==> src/rtl/atanh_schedule.sv <==
// Sequential hyperbolic-CORDIC schedule generator: emits index, atanh constant and
// repeat flag per handshake, including expanded-range negative steps and 3k+1 repeats.
module atanh_schedule #(
    parameter int FLOAT_SIZE = 24,
    parameter int INT_SIZE   = 8,
    parameter int IDX_W      = 6,
    parameter int N_NEG      = 5,
    parameter int N_POS      = 16
) (
    input  logic                                  clk,
    input  logic                                  rst,
    input  logic                                  start,
    input  logic                                  ext_mode,
    input  logic                                  abort,
    input  logic                                  out_ready,
    output logic                                  busy,
    output logic                                  out_valid,
    output logic signed [IDX_W-1:0]               index,
    output logic signed [INT_SIZE+FLOAT_SIZE-1:0] value,
    output logic                                  repeat_flag,
    output logic                                  out_last
);

    localparam int VW    = INT_SIZE + FLOAT_SIZE;
    localparam int DEPTH = N_NEG + N_POS + 1;
    localparam int AW    = $clog2(DEPTH);
    localparam int NRW   = IDX_W + 2;
    localparam int PF    = 64;

    typedef enum logic {IDLE, RUN} state_t;

    // Elaboration-time fixed-point evaluation with PF fractional bits, then round to FLOAT_SIZE.
    // Positive i: atanh series in 2^-i. Non-positive i: 0.5*ln(2^(3-i) - 1) split into
    // (3-i)*ln2 plus a fast ln(1 - 2^(i-3)) series, with ln2 = 2*atanh(1/3).
    function automatic logic [VW-1:0] atanh_const(input int i);
        logic [127:0] one;
        logic [127:0] acc;
        logic [127:0] ln2;
        logic [127:0] pw;
        one = 128'd1 << PF;
        acc = '0;
        if (i >= 1) begin
            for (int n = 0; n < 64; n++) begin
                if (i * (2 * n + 1) <= PF)
                    acc = acc + ((one >> (i * (2 * n + 1))) / 128'(2 * n + 1));
            end
        end else begin
            ln2 = '0;
            pw  = one / 128'd3;
            for (int n = 0; n < 40; n++) begin
                ln2 = ln2 + pw / 128'(2 * n + 1);
                pw  = pw / 128'd9;
            end
            ln2 = ln2 << 1;
            acc = 128'(3 - i) * ln2;
            for (int n = 1; n < 64; n++) begin
                if ((3 - i) * n <= PF)
                    acc = acc - ((one >> ((3 - i) * n)) / 128'(n));
            end
            acc = acc >> 1;
        end
        acc = (acc + (one >> (FLOAT_SIZE + 1))) >> (PF - FLOAT_SIZE);
        return acc[VW-1:0];
    endfunction

    logic [VW-1:0] rom [DEPTH];

    for (genvar g = 0; g < DEPTH; g++) begin : g_rom
        localparam logic [VW-1:0] C = atanh_const(g - N_NEG);
        assign rom[g] = C;
    end

    state_t                  state_q, state_d;
    logic signed [IDX_W-1:0] index_q, index_d;
    logic signed [VW-1:0]    value_q, value_d;
    logic                    rep_q, rep_d;
    logic                    last_q, last_d;
    logic [NRW-1:0]          next_rep_q, next_rep_d;
    logic                    load;
    logic                    clear;
    logic                    cur_is_rep;
    logic                    nxt_is_rep;

    always_ff @(posedge clk or posedge rst) begin
        if (rst) begin
            state_q    <= IDLE;
            index_q    <= '0;
            value_q    <= '0;
            rep_q      <= 1'b0;
            last_q     <= 1'b0;
            next_rep_q <= NRW'(4);
        end else begin
            state_q    <= state_d;
            index_q    <= index_d;
            value_q    <= value_d;
            rep_q      <= rep_d;
            last_q     <= last_d;
            next_rep_q <= next_rep_d;
        end
    end

    always_comb begin
        state_d    = state_q;
        index_d    = index_q;
        value_d    = value_q;
        rep_d      = rep_q;
        last_d     = last_q;
        next_rep_d = next_rep_q;
        load       = 1'b0;
        clear      = 1'b0;
        nxt_is_rep = 1'b0;
        cur_is_rep = !index_q[IDX_W-1] && ({2'b00, index_q} == next_rep_q);

        unique case (state_q)
            IDLE: begin
                if (start && !abort) begin
                    state_d    = RUN;
                    index_d    = ext_mode ? IDX_W'(-N_NEG) : IDX_W'(1);
                    rep_d      = 1'b0;
                    next_rep_d = NRW'(4);
                    load       = 1'b1;
                end
            end
            RUN: begin
                if (abort) begin
                    clear = 1'b1;
                end else if (out_ready) begin
                    if (last_q) begin
                        clear = 1'b1;
                    end else if (cur_is_rep && !rep_q) begin
                        rep_d = 1'b1;
                        load  = 1'b1;
                    end else begin
                        index_d = index_q + IDX_W'(1);
                        rep_d   = 1'b0;
                        // Leaving the second pass of a repeat index: advance to the next k = 3k+1.
                        if (rep_q)
                            next_rep_d = (next_rep_q << 1) + next_rep_q + NRW'(1);
                        load = 1'b1;
                    end
                end
            end
            default: clear = 1'b1;
        endcase

        if (clear) begin
            state_d = IDLE;
            index_d = '0;
            value_d = '0;
            rep_d   = 1'b0;
            last_d  = 1'b0;
        end

        if (load) begin
            nxt_is_rep = !index_d[IDX_W-1] && ({2'b00, index_d} == next_rep_d);
            last_d     = (index_d == IDX_W'(N_POS)) && (!nxt_is_rep || rep_d);
            value_d    = '0;
            for (int g = 0; g < DEPTH; g++) begin
                if (index_d == IDX_W'(g - N_NEG))
                    value_d = rom[AW'(g)];
            end
        end
    end

    assign busy        = (state_q == RUN);
    assign out_valid   = (state_q == RUN);
    assign index       = index_q;
    assign value       = value_q;
    assign repeat_flag = rep_q;
    assign out_last    = last_q;

endmodule

==> config.mk <==
export PLATFORM = sky130hd
export DESIGN_NAME = atanh_schedule
export DESIGN_NICKNAME = d
export VERILOG_FILES = /design/src/rtl/atanh_schedule.sv
export SDC_FILE = /design/constraint.sdc
export NUM_CORES = 1
export LEC_CHECK = 0
export ABC_AREA = 1
export BUFFER_PORTS_ARGS = -buffer_cell sky130_fd_sc_hd__buf_2
export CAP_MARGIN = 20
export CORE_MARGIN = 2
export CORE_UTILIZATION = 35
export CTS_BUF_LIST = sky130_fd_sc_hd__clkbuf_16
export DETAILED_ROUTE_END_ITERATION = 12
export GPL_ROUTABILITY_DRIVEN = 0
export SLEW_MARGIN = 20
export SYNTH_ARGS = -nofsm -noshare
export SYNTH_HDL_FRONTEND = slang
export SYNTH_SLANG_ARGS = --single-unit
==> constraint.sdc <==
create_clock -name clk -period 2.5 [get_ports clk]
set_input_delay 0.375 -clock clk [delete_from_list [all_inputs] [get_ports clk]]
set_output_delay 0.375 -clock clk [all_outputs]
set_load 0.005 [all_outputs]
**Word-level counts from Yosys, hierarchy flattened**

Index checks and enable logic that the tools add are counted.

- Output and inout port bits: 42
- Flip-flop bits (word level): 49
- Word-level logic and storage cells: 105

- Reduce and logical (&&, ||, !) cells: 13
- Muxes and demuxes: 59
- Equal/unequal tests: 23
- Bitwise gates (word level): 1
- Add/subtract/negate cells: 3

Operators by type and width:

| cell | count |
|---|---|
| 2-to-1 mux 32 bit | 23 |
| == test 6 x 5 -> 1 bit (second input constant) | 8 |
| 2-to-1 mux 8 bit | 6 |
| 2-to-1 mux 6 bit | 7 |
| == test 6 x 4 -> 1 bit (second input constant) | 5 |
| 2-to-1 mux 26 bit | 1 |
| == test 6 x 3 -> 1 bit (second input constant) | 4 |
| 2-to-1 mux 1 bit | 18 |
| == test 6 x 8 -> 1 bit | 2 |
| one-hot mux 8 bit (2 select lines) | 1 |
| == test 6 x 2 -> 1 bit (second input constant) | 2 |
| one-hot mux 6 bit (2 select lines) | 1 |
| adder 8 x 1 -> 8 bit (second input constant) | 1 |
| adder 8 bit | 1 |
| adder 6 x 2 -> 6 bit (second input constant) | 1 |
| == test 6 x 1 -> 1 bit (second input constant) | 1 |
| == test 6 bit (second input constant) | 1 |
| zero test 6 bit | 1 |
| logical AND 1 bit | 5 |
| zero test 1 bit | 5 |
| one-hot mux 1 bit (2 select lines) | 2 |
| nonzero test 2 bit | 1 |
| logical OR 1 bit | 1 |
| inverter 1 bit | 1 |

**Logic depth before layout (Yosys ltp)**

- Word-level depth: 33
- Mapped depth: 19
- Depth with buffers taken out: 19

**Worst setup path after synthesis**

OpenSTA, ideal clock, no wires.

- Kind: register to register
- From: reg next_rep_q[6]
- To: reg value_q[11] (netlist: value[11])
- Setup time: 0.117 ns
- Required time: 2.383 ns
- Path slack: 0.494 ns
- Period minus slack after synthesis: 2.006 ns
- Data arrival time: 1.890 ns
- Stages on the path, launching flop included: 20
- Cell sequence: dfrtp_1 > inv_1 > ha_1 > inv_1 > nor2_1 > nand2_1 > nor2_2 > nand3_4 > nand2_1 > nand2_1 > nand3_2 > nand2_1 > nand2_2 > inv_2 > nand3_2 > nand2_1 > nor2_1 > nand2_1 > nand2_1 > nand2_1

- Longest elaborated chain between the ends: 33

Ends and longest elaborated chain:

| element | RTL line | RTL |
|---|---|---|
| from (decl) | 78 | `logic [NRW-1:0] next_rep_q, next_rep_d;` |
| from (signal assigned) | 98 | `next_rep_q <= next_rep_d;` |
| == test 6 x 8 -> 1 bit (*) | 112 | `cur_is_rep = !index_q[IDX_W-1] && ({2'b00, index_q} == next_rep_q);` |
| logical AND 1 bit (*) | 112 |  |
| logical AND 1 bit (*) | 130 | `end else if (cur_is_rep && !rep_q) begin` |
| 2-to-1 mux 6 bit (*) | 130 |  |
| 2-to-1 mux 6 bit (*) | 128 | `if (last_q) begin` |
| 2-to-1 mux 6 bit (*) | 127 | `end else if (out_ready) begin` |
| 2-to-1 mux 6 bit (*) | 125 | `if (abort) begin` |
| one-hot mux 6 bit (2 select lines) (*) | 114 | `unique case (state_q)` |
| 2-to-1 mux 6 bit (*) | 146 | `if (clear) begin` |
| == test 6 x 4 -> 1 bit | 159 | `if (index_d == IDX_W'(g - N_NEG))` |
| 2-to-1 mux 26 bit | 159 |  |
| 2-to-1 mux 32 bit (14 in series) | 159 |  |
| 2-to-1 mux 32 bit (*) (7 in series) | 159 |  |
| 2-to-1 mux 32 bit (*) | 154 | `if (load) begin` |
| to (signal assigned) | 95 | `value_q <= value_d;` |
| to (decl) | 75 | `logic signed [VW-1:0] value_q, value_d;` |

Mark *: on every way between the ends. The rest lies on a longest branch, timed or not. The select of a mux whose other input is x is not followed.
A chain may end at the register's enable or synchronous reset.

**Worst setup path after layout**

- From: reg next_rep_q[6]
- To: reg value_q[20] (netlist: value[20])

- Longest elaborated chain between the ends: 32

Ends and longest elaborated chain:

| element | RTL line | RTL |
|---|---|---|
| == test 6 x 8 -> 1 bit (*) | 112 |  |
| logical AND 1 bit (*) | 112 |  |
| logical AND 1 bit (*) | 130 |  |
| 2-to-1 mux 6 bit (*) | 130 |  |
| 2-to-1 mux 6 bit (*) | 128 |  |
| 2-to-1 mux 6 bit (*) | 127 |  |
| 2-to-1 mux 6 bit (*) | 125 |  |
| one-hot mux 6 bit (2 select lines) (*) | 114 |  |
| 2-to-1 mux 6 bit (*) | 146 |  |
| via index_d[1] | 74 | `logic signed [IDX_W-1:0] index_q, index_d;` |
| == test 6 x 3 -> 1 bit | 159 |  |
| 2-to-1 mux 32 bit (14 in series) | 159 |  |
| 2-to-1 mux 32 bit (*) (7 in series) | 159 |  |
| 2-to-1 mux 32 bit (*) | 154 |  |

Mark *: on every way through the listed nets, which the timed path passes. The rest lies on a longest branch. The select of a mux whose other input is x is not followed.

==> impl_results.md <==
* Overall die width at 98.67 um
* Class of the worst hold path: in2async
* Hold-fix buffers, CTS at 0
* Max VDD drop at 379.4 uV
* Power share of the combinational group at 37.3%
* Slew Limit Fails at 0
* Wirelength per Cell at 14.04 um
* Critical path depth in cells at 17
* Cell Chain, Critical Path: inv_1, ha_1, inv_1, nor2_1, nand2_1, nor2_4, nand3_4, nand3_2, nand2_1, nand3_4, nand2_4, nor2_4, inv_2, nand2_2, inv_2, a21oi_1, o21ai_1
* Leakage at 2.108 nW
* Die area at 9736 um^2
* Clock group share of total power at 30.3%
* Pre-CTS setup slack at 0.1619 ns
* Sequential-to-total area share from yosys stat at 34.34%
* Switching share of power at 38.81%
* Reg2Reg Depth at 17
* Worst EP arrival at 2.52 ns
* Global-route usage over all layers at 18.12%
* Area grow syn2layout at 18.11%
* Crit-path slowest cell: dfrtp_1
* Clock Sinks at 43
* CP max stage delay at 0.42 ns
* Yosys reg bits at 43
* Ys Warns at 0
* Reg clk slew, reported paths at 0.07 ns
* Number of global-route vias before repair at 2,893
* Max-cap violations at 0
* Final setup fails at 0
* Pre-antenna DRT Iters at 5
* Post-DR vias/cell at 5.056
* Slack of the critical path at 0.1418 ns
* Slew headroom at 60.83%
* CP Max Fanout at 7
* Mapped cell area at 3137 um^2
* Core area at 8721 um^2
* Reg-to-Reg End: value[20]
* DRC violations left at 0
* Sequential Power Share at 32.4%
* Clk Tree Root Cell: clkbuf_16
* Crit Reg-Reg Startpoint: next_rep_q[6]
* Global-route wire length before repair at 14.34 mm
* Crit path max-delay family: simple AND/OR/NAND/NOR gates
* 1st-iter DRT viols at 148
* Largest net degree at the start of global routing at 44
* Worst path required time at 2.66 ns
* Antenna-violating nets left at 0
* Slew of the pin with the lowest slew margin at 0.5837 ns
* Die H at 98.67 um
* Status: finished clean
* Setup crit end: value[20]
* Initial Utilization at 35.97%
* Site Rows at 34
* Max frequency at 424.0 MHz
* NumNets Final at 512
* Critical setup path kind: reg2reg
* Placed cells at 594
* Post-route insts no fill at 605
* # IOs at 48
* Flop-to-flop setup slack at 0.14 ns
* Via count at 3,059
* Post-detail-place hpwl at 6.474 mm
* Final WL at 8.495 mm
* CTS tree: yes
* Initial antenna violation count at 0
* Pint at 1.789 mW
* CP Buf/Inv Count at 4
* Commonest non-fill, non-tap cells in the layout: nand2_1, dfrtp_1, inv_1, buf_2, nand3_1
* Clock Tree Buf Depth at 2
* Synth Area per Inst at 7.002 um^2
* Fin. Hold Viols at 0
* Period utilization at 94.33%
* Pwr dens at 789.0 nW/um^2
* Core Util, Final at 42.48%
* Sw Pwr at 1.134 mW
* CP startpoint: next_rep_q[6]
* Count of cell types in the netlist at 42
* PortBufs at 41
* H-Tree Depth at 2
* Total grt overflow at 0
* Most common cell after layout, fill and taps aside: nand2_1
* Post-layout min period at 2.358 ns
* Cells after Synth at 448
* CP endpoint kind: flip-flop
* Min Hold Slack at 0.2085 ns
* Critical Path Source Type: flip-flop
* Final Skew at 0.008050 ns
* Antenna Cells at 0
* Layout cell share with drive strength beyond 1 at 22.33%
* Worst-skew pair later-pin latency at 0.30 ns
* TritonCTS Buffers at 5
==> power groups by stage <==
stage                     Clock (mW)  Sequential, mW  Combinational [mW]
after floorplan                    0           0.938               0.746
after global placement             0           0.958                1.04
after detailed placement           0           0.958                1.04
after CTS                      0.892           0.948                1.05
after global routing           0.928           0.972                1.23
final                          0.885           0.948                1.09
==> cells in the mapped netlist (all sizes together) <==
cell,instances,area [um^2]
o21bai,1,7.510
dfstp,1,26.28
nor3,5,30.03
xor2,1,8.760
buf,10,70.07
fa,1,20.02
xnor2,3,26.28
nand3b,1,7.510
dfrtp,42,1051
conb,1,3.750
a21boi,2,15.01
a22o,1,8.760
nand3,40,282.8
nor2,35,187.7
nand4,17,106.4
a22oi,1,7.510
o21a,3,22.52
clkinv,1,3.750
o22ai,1,6.260
o21ai,18,90.09
o211ai,1,7.510
a21o,1,7.510
or2,2,12.51
clkbuf,2,7.510
ha,9,112.6
inv,56,215.2
nand2,172,673.2
a21oi,20,118.9
==> logic make-up (layout without fill, tap and decap cells) <==
logic type | after synthesis | in the layout | synth area share [%]
AND/OR/NAND/NOR | 272 | 273 | 41.44
buffers and inverters | 69 | 112 | 9.454
AO/OA/AOI/OAI | 49 | 49 | 9.295
flip-flops | 43 | 43 | 34.34
adder cells (fa/ha/maj) | 10 | 10 | 4.228
XOR/XNOR | 4 | 4 | 1.117
other | 1 | 6 | 0.1196
==> registers in the layout, summed over array words and instances (netlist names) <==
register	count
index	6
value	26
busy	1
next_rep_q	8
out_last	1
repeat_flag	1
==> stage by stage <==
stage          cell area, um^2  power [mW]  TNS (ns)
6_report                  3705       2.923         0
5_1_grt                   3705       3.126  -0.07345
4_1_cts                   3645       2.890         0
3_5_place_dp              3448       2.003         0
3_3_place_gp              3448       1.998         0
2_1_floorplan             3156       1.684         0
==> final cells by class <==
cell class / count / area, um^2
clock buffer: 5 / 125.1
clock inverter: 3 / 71.32
fill: 900 / 5016
inverter: 57 / 219.0
multi-input combinational: 342 / 1827
sequential: 43 / 1077
tap: 108 / 135.1
timing repair buffer: 47 / 250.2
==> worst min-delay path, delay by kind of cell <==
family / cells / cell delay (ns)
buffers and inverters: 3 / 0.59
==> how the worst min path moves through the flow <==
stage,depth (start not counted),endpoint,from
after floorplan,2,next_rep_q[7],next_rep_q[7]
after CTS,3,value[19],rst
final,3,value[18],rst
after detailed placement,2,value[11],value[11]
after global routing,3,value[1],rst
after global placement,2,value[2],value[2]
==> metal layers <==
layer / track usage (%) / up-vias / part of all wire, % / routed length (um)
met1: 24.66 / 1446 / 47 / 3974
met4: 5.269 / 0 / 1.5 / 131
li1: - / 1530 / - / -
met3: 3.404 / 12 / 4.4 / 374
met5: 0 / - / 0 / 0
met2: 29.51 / 71 / 47 / 4014
==> what timing repair did <==
action	CTS	global route
resized for setup	0	7
setup endpoints to repair	0	17
buffers inserted	0	2
No activity file was read; power rests on OpenSTA's default activity.
